==> src/rtl/pipelined_barrel_shifter_if.sv <==
// rtl/pipelined_barrel_shifter_if.sv - operand/result handshake bundle for the pipelined barrel shifter
interface pipelined_barrel_shifter_if #(
  parameter int N = 16,
  parameter int S = $clog2(N)
);
  logic         in_valid;
  logic         in_ready;
  logic [N-1:0] in_data;
  logic [S-1:0] in_shamt;
  logic [1:0]   in_mode;
  logic         out_valid;
  logic         out_ready;
  logic [N-1:0] out_data;
  logic         out_zero;

  modport master (
    output in_valid, in_data, in_shamt, in_mode, out_ready,
    input  in_ready, out_valid, out_data, out_zero
  );

  modport slave (
    input  in_valid, in_data, in_shamt, in_mode, out_ready,
    output in_ready, out_valid, out_data, out_zero
  );
endinterface

==> src/rtl/pipelined_barrel_shifter.sv <==
// rtl/pipelined_barrel_shifter.sv - log-depth pipelined barrel shifter (SLL/SRL/SRA/ROL) with valid/ready
module pipelined_barrel_shifter #(
  parameter int N = 16,
  localparam int S = $clog2(N)
) (
  input  logic                      clk,
  input  logic                      rst_n,
  pipelined_barrel_shifter_if.slave bus
);

  localparam logic [1:0] MODE_SLL = 2'b00;
  localparam logic [1:0] MODE_SRL = 2'b01;
  localparam logic [1:0] MODE_SRA = 2'b10;
  localparam logic [1:0] MODE_ROL = 2'b11;

  if (N < 4 || (N & (N - 1)) != 0) begin : g_bad_width
    $error("pipelined_barrel_shifter: N must be a power of two and at least 4");
  end

  // Entry 0 captures the operand; entry k (1..S) holds the result after shifting by 2^(k-1).
  logic [N-1:0] stg_data  [S+1];
  logic         stg_valid [S+1];
  logic [S-1:0] stg_shamt [S];
  logic [1:0]   stg_mode  [S];
  logic         stg_sign  [S];
  logic [N-1:0] nxt_data  [1:S];
  logic         zero_q;
  logic         advance;

  function automatic logic [N-1:0] shift_step(input logic [N-1:0] d, input logic [1:0] mode,
                                              input logic sign, input int amt);
    logic [N-1:0] fill;
    // SRA fills from the original operand's sign, carried down the pipe with the data.
    fill = sign ? ~({N{1'b1}} >> amt) : '0;
    case (mode)
      MODE_SLL: shift_step = d << amt;
      MODE_SRL: shift_step = d >> amt;
      MODE_SRA: shift_step = (d >> amt) | fill;
      MODE_ROL: shift_step = (d << amt) | (d >> (N - amt));
      default:  shift_step = d;
    endcase
  endfunction

  always_comb begin
    for (int k = 1; k <= S; k++) begin
      nxt_data[k] = stg_shamt[k-1][k-1]
                  ? shift_step(stg_data[k-1], stg_mode[k-1], stg_sign[k-1], 1 << (k - 1))
                  : stg_data[k-1];
    end
  end

  assign advance       = ~stg_valid[S] | bus.out_ready;
  assign bus.in_ready  = advance;
  assign bus.out_valid = stg_valid[S];
  assign bus.out_data  = stg_data[S];
  assign bus.out_zero  = zero_q;

  always_ff @(posedge clk or negedge rst_n) begin
    if (!rst_n) begin
      for (int k = 0; k <= S; k++) begin
        stg_valid[k] <= 1'b0;
        stg_data[k]  <= '0;
      end
      for (int k = 0; k < S; k++) begin
        stg_shamt[k] <= '0;
        stg_mode[k]  <= 2'b00;
        stg_sign[k]  <= 1'b0;
      end
      zero_q <= 1'b0;
    end else if (advance) begin
      stg_valid[0] <= bus.in_valid;
      stg_data[0]  <= bus.in_data;
      stg_shamt[0] <= bus.in_shamt;
      stg_mode[0]  <= bus.in_mode;
      stg_sign[0]  <= bus.in_data[N-1];
      for (int k = 1; k <= S; k++) begin
        stg_valid[k] <= stg_valid[k-1];
        stg_data[k]  <= nxt_data[k];
      end
      for (int k = 1; k < S; k++) begin
        stg_shamt[k] <= stg_shamt[k-1];
        stg_mode[k]  <= stg_mode[k-1];
        stg_sign[k]  <= stg_sign[k-1];
      end
      zero_q <= ~|nxt_data[S];
    end
  end

endmodule

==> src/flat_wrapper.sv <==
// flat-port wrapper written by rule: the top's interface ports become plain ports
module pipelined_barrel_shifter_flat 
#(
  parameter int N = 16,
  localparam int S = $clog2(N)
)
  (clk, rst_n, bus_in_valid, bus_in_data, bus_in_shamt, bus_in_mode, bus_out_ready, bus_in_ready, bus_out_valid, bus_out_data, bus_out_zero);
  pipelined_barrel_shifter_if #(.N(N)) bus_i ();
  input  logic clk;
  input  logic rst_n;
  input wire logic [$bits(bus_i.in_valid)-1:0] bus_in_valid;
  input wire logic [$bits(bus_i.in_data)-1:0] bus_in_data;
  input wire logic [$bits(bus_i.in_shamt)-1:0] bus_in_shamt;
  input wire logic [$bits(bus_i.in_mode)-1:0] bus_in_mode;
  input wire logic [$bits(bus_i.out_ready)-1:0] bus_out_ready;
  output wire logic [$bits(bus_i.in_ready)-1:0] bus_in_ready;
  output wire logic [$bits(bus_i.out_valid)-1:0] bus_out_valid;
  output wire logic [$bits(bus_i.out_data)-1:0] bus_out_data;
  output wire logic [$bits(bus_i.out_zero)-1:0] bus_out_zero;
  assign bus_i.in_valid = bus_in_valid;
  assign bus_i.in_data = bus_in_data;
  assign bus_i.in_shamt = bus_in_shamt;
  assign bus_i.in_mode = bus_in_mode;
  assign bus_i.out_ready = bus_out_ready;
  assign bus_in_ready = bus_i.in_ready;
  assign bus_out_valid = bus_i.out_valid;
  assign bus_out_data = bus_i.out_data;
  assign bus_out_zero = bus_i.out_zero;
  pipelined_barrel_shifter #(.N(N)) u_core (.clk(clk), .rst_n(rst_n), .bus(bus_i));
endmodule
==> config.mk <==
export PLATFORM = sky130hd
export DESIGN_NAME = pipelined_barrel_shifter_flat
export DESIGN_NICKNAME = d
export VERILOG_FILES = /design/src/rtl/pipelined_barrel_shifter_if.sv /design/src/rtl/pipelined_barrel_shifter.sv /design/src/flat_wrapper.sv
export SDC_FILE = /design/constraint.sdc
export NUM_CORES = 1
export LEC_CHECK = 0
export CAP_MARGIN = 20
export CORE_ASPECT_RATIO = 1.25
export CORE_MARGIN = 4
export CORE_UTILIZATION = 63
export DETAILED_ROUTE_END_ITERATION = 8
export GPL_ROUTABILITY_DRIVEN = 0
export MAX_ROUTING_LAYER = met4
export PLACE_DENSITY_LB_ADDON = 0.08
export SLEW_MARGIN = 20
export SYNTH_ARGS = -nofsm -noshare
export SYNTH_HDL_FRONTEND = slang
export SYNTH_SLANG_ARGS = --single-unit
==> constraint.sdc <==
create_clock -name clk -period 4.1 [get_ports clk]
set_clock_uncertainty 0.05 [all_clocks]
set_input_delay 0.82 -clock clk [delete_from_list [all_inputs] [get_ports clk]]
set_output_delay 0.82 -clock clk [all_outputs]
set_load 0.01 [all_outputs]
# --- Yosys cells after proc, flatten, opt, wreduce, memory -nomap -nowiden ---
# Cells that the tools add are included.
op_classes:
  bitwise: 10
  muxes: 12
  n_reduce_logical: 6
  n_eq_ne: 12
ops:
  columns: ["op", "count"]
  rows:
  - ["16-bit case mux with 4 select lines", 4]
  - ["16-bit two-way mux", 8]
  - ["2-bit equality test (second input constant)", 8]
  - ["12-bit by 16-bit OR with 16-bit output", 1]
  - ["14-bit by 16-bit OR with 16-bit output", 1]
  - ["15-bit by 16-bit OR with 16-bit output", 1]
  - ["16-bit by 1-bit OR with 16-bit output", 1]
  - ["16-bit by 2-bit OR with 16-bit output", 1]
  - ["16-bit by 4-bit OR with 16-bit output", 1]
  - ["16-bit by 8-bit OR with 16-bit output", 1]
  - ["8-bit by 16-bit OR with 16-bit output", 1]
  - ["16-bit OR reduction", 1]
  - ["2-bit by 1-bit equality test with 1-bit output (second input constant)", 4]
  - ["2-bit zero test", 4]
  - ["1-bit zero test", 1]
  - ["1-bit inverter", 1]
  - ["1-bit OR", 1]
word_totals:
  wordCells: 63
  register_bits: 114
  output_inout_bits: 19

# --- Depth between registers and ports, before layout ---
logic_depth:
  word_depth: 6
  mapped_depth: 6
  ltp_nobuf: 4

# --- Least setup slack after synthesis ---
# OpenSTA, ideal clock, no wires.
synth_path:
  kind: "input-to-output"
  start: "in bus_out_ready"
  end: "out bus_in_ready"
  path_stages: 3
  n_path_buf: 1
  slack_ns: 1.943
  arrival_ns: 1.287
  path_cell_list: "nor2b_1 > inv_1 > clkbuf_1"
synth_between:
  elab_chain_cells: 1
synth_lines:
  columns: ["element", "line", "source"]
  rows:
  - ["from (decl)", "flat_wrapper.sv:15", "input wire logic [$bits(bus_i.out_ready)-1:0] bus_out_ready;"]
  - ["1-bit OR", "pipelined_barrel_shifter.sv:52", "assign advance = ~stg_valid[S] | bus.out_ready;"]
  - ["to (decl)", "flat_wrapper.sv:16", "output wire logic [$bits(bus_i.in_ready)-1:0] bus_in_ready;"]
# No other way between the ends.

# --- Worst setup path after layout ---
# Same ends and word-level chain as after synthesis.

==> flow_metrics.tcl <==
set metrics [dict create \
    cts_hold_buffers 0 \
    portBuffers 44 \
    clock.fmax_ghz 0.348 \
    fp-row-count 38 \
    routed_wl_um 11100 \
    path_class "in -> out" \
    critPathMaxStageDelay_ns 0.53 \
    post_cts_buffers 0 \
    antenna_found_initial 0 \
    hold_viol 0 \
    finalInstanceArea_um2 6120 \
    p_per_area_nw_per_um2 834 \
    final_cell_mix "nand2_1, dfrtp_1, nor2_1, mux2i_1, clkdlybuf4s50_1" \
    tightestPinTransition_ns 0.938 \
    r2r_slack_ns 2.08 \
    grt_max_degree 148 \
    synth_area_um2 5670 \
    die-area_um2 10600 \
    rsz0062_at_grt "no" \
    cap_viol_max_count 0 \
    die_w_um 92.9 \
    chipHeight_um 114 \
    vias_per_cell 5.82 \
    synth_flop_cell "dfrtp_1" \
    cts_root_buf "clkbuf_8" \
    synth-warning-count 0 \
    hp-class "in -> async" \
    cp_cell_sequence "clkdlybuf4s50_1 > nor2b_4 > inv_2 > clkdlybuf4s50_1" \
    num_io_pins 45 \
    cts.clk_slew.worst_paths_ns 0.09 \
    whs_ns 0.396 \
    peakVddDrop_mv 0.588 \
    tritoncts_num_sinks 107 \
    ys_seq_area_share_pct 47.2 \
    core-area_um2 8750 \
    synth-async-reset-ratio_pct 100 \
    cts_resized 0 \
    finalCriticalPeriod_ns 2.87 \
    setup_tns_ns 0 \
    fin_crit_sh_pct 70.0 \
    n_antenna_cell 0 \
    areaGrowthSynthToFinish_pct 7.90 \
    grt_usage_pct 23.5 \
    critPathLaunchType "input port" \
    ys_seq_elements 107 \
    path_max_fanout 2 \
    synthesis.nets 637 \
    layout_commonest_cell "nand2_1" \
    drive_above_1_share_pct 5.29 \
    cts_tree "done" \
    fin_nets 628 \
    cts_buffers 9 \
    grt_first_pass_wirelength_um 19200 \
    drt-initial-drc-count 279 \
    routed-via-count 4220 \
    crit_required_ns 3.23 \
    overflow 0 \
    slew_headroom_pct 37.4 \
    htree_num_levels 3 \
    synth_cells 611 \
    cp.arrival_ns 2.00 \
    grt_pass1_vias 4040 \
    postPlaceCellArea_um2 5920 \
    start_util_pct 64.8 \
    end_kind "output port" \
    cts_max_path_buffers 2 \
    drtAntennaViolNets 0 \
    clk_latency_ns 0.37 \
    first_pass_iters 5 \
    synth-edff-count 0 \
    post_drt_wl_per_cell_um 15.4 \
    postSynthAreaPerCell_um2 9.28 \
    ys_types 35 \
    maxSlewViolCount 0 \
    crit_top_cell "clkdlybuf4s50_1" \
    status "complete, no violations" \
    drcViolationCount 0 \
    finalSetupViolCount 0 \
    p_leak_nw 2.94 \
    dp_hpwl_um 7860 \
    critPathSlowestCell "clkdlybuf4s50_1" \
]
==> power breakdown <==
group          internal, mW  total, mW  switching [mW]
registers              1.54       2.27           0.736
logic                  1.14       2.17            1.03
clock network         0.325      0.660           0.335
total                  3.00       5.10            2.10
==> sequential cells by signal, indices dropped and copies added (netlist names) <==
register / flops
u_core.stg_shamt: 10
u_core.stg_sign: 3
u_core.stg_mode: 8
u_core.bus.out_valid: 1
u_core.stg_data: 64
u_core.bus.out_zero: 1
u_core.stg_valid: 4
u_core.bus.out_data: 16
==> synth_stat cells (2+ instances only) <==
cell type | instances | area (um2)
o221ai_1 | 5 | 43.8
nand2_1 | 145 | 544
nand2b_1 | 2 | 12.5
nor2b_1 | 3 | 18.8
a21oi_1 | 3 | 15.0
xnor2_4 | 3 | 82.6
inv_1 | 7 | 26.3
nand3_1 | 12 | 60.1
a211oi_1 | 36 | 270
nor2_1 | 57 | 214
mux2_2 | 6 | 67.6
buf_4 | 20 | 150
o21ai_1 | 4 | 20.0
mux2i_1 | 51 | 510
buf_2 | 11 | 55.1
buf_1 | 10 | 37.5
a21o_1 | 36 | 270
a221oi_1 | 8 | 70.1
nand4_1 | 5 | 31.3
or2_2 | 2 | 12.5
o21ai_0 | 18 | 90.1
o211ai_1 | 10 | 75.1
a22oi_1 | 7 | 52.6
clkbuf_1 | 22 | 82.6
buf_6 | 4 | 45.0
nor4_1 | 6 | 37.5
dfrtp_1 | 107 | 2680
a211o_1 | 4 | 35.0
==> area by class of cell <==
type | instances | area (um2)
Clock buffer | 12 | 165
Inverter | 8 | 30.0
Clock inverter | 2 | 35.0
Fill cell | 700 | 2630
Tap cell | 120 | 150
Multi-Input combinational cell | 428 | 2580
Timing Repair Buffer | 48 | 480
Sequential cell | 107 | 2680
==> worst paths after layout <==
| kind | from | to | cells after the start |
|---|---|---|---|
| setup / recovery | bus_out_ready | bus_in_ready | 4 |
| hold / removal | rst_n | u_core.bus.out_data[12]$_DFFE_PN0P_ | 1 |
| setup reg to reg | u_core.stg_mode[1]$_DFFE_PN0P_ | u_core.bus.out_zero$_DFFE_PN0P_ | 4 |
| hold reg to reg | u_core.stg_valid[1]$_DFFE_PN0P_ | u_core.stg_valid[1]$_DFFE_PN0P_ | 2 |
| max in group asynchronous | rst_n | u_core.stg_data[21]$_DFFE_PN0P_ | 2 |
| min in group clk | u_core.stg_valid[1]$_DFFE_PN0P_ | u_core.stg_valid[1]$_DFFE_PN0P_ | 2 |
==> per-layer routing <==
layer / GRT usage [%] / part of all wire (%)
met1: 25.6 / 39
met2: 43.3 / 55
met3: 3.09 / 3.4
met4: 8.99 / 2.5
met5: - / 0
==> worst max-delay path, delay by kind of cell <==
family,cells,cell delay (ns)
AND/OR/NAND/NOR,1,0.06
buffers and inverters,3,1.11
==> cell families (layout without fill, tap and decap cells) <==
| family | count (synthesis) | in the layout | share of synthesized area [%] |
|---|---|---|---|
| buf+inv | 76 | 70 | 7.41 |
| flops | 107 | 107 | 47.2 |
| mux | 57 | 57 | 10.2 |
| simple gates | 233 | 233 | 16.5 |
| xor+xnor | 3 | 3 | 1.46 |
| compound gates | 135 | 135 | 17.2 |
==> metrics by stage <==
stage               utilization [%]  worst slack (ns)  power, mW  cells
detailed placement             67.7              1.23       4.47    711
CTS                            70.0              1.21       5.13    725
global placement               67.7              1.23       4.35    711
global route                   70.0              1.17       5.51    725
finish                         70.0              1.23       5.10    725
floorplan                         -              1.94       4.00    611
Power figures use the tool's default switching activity.
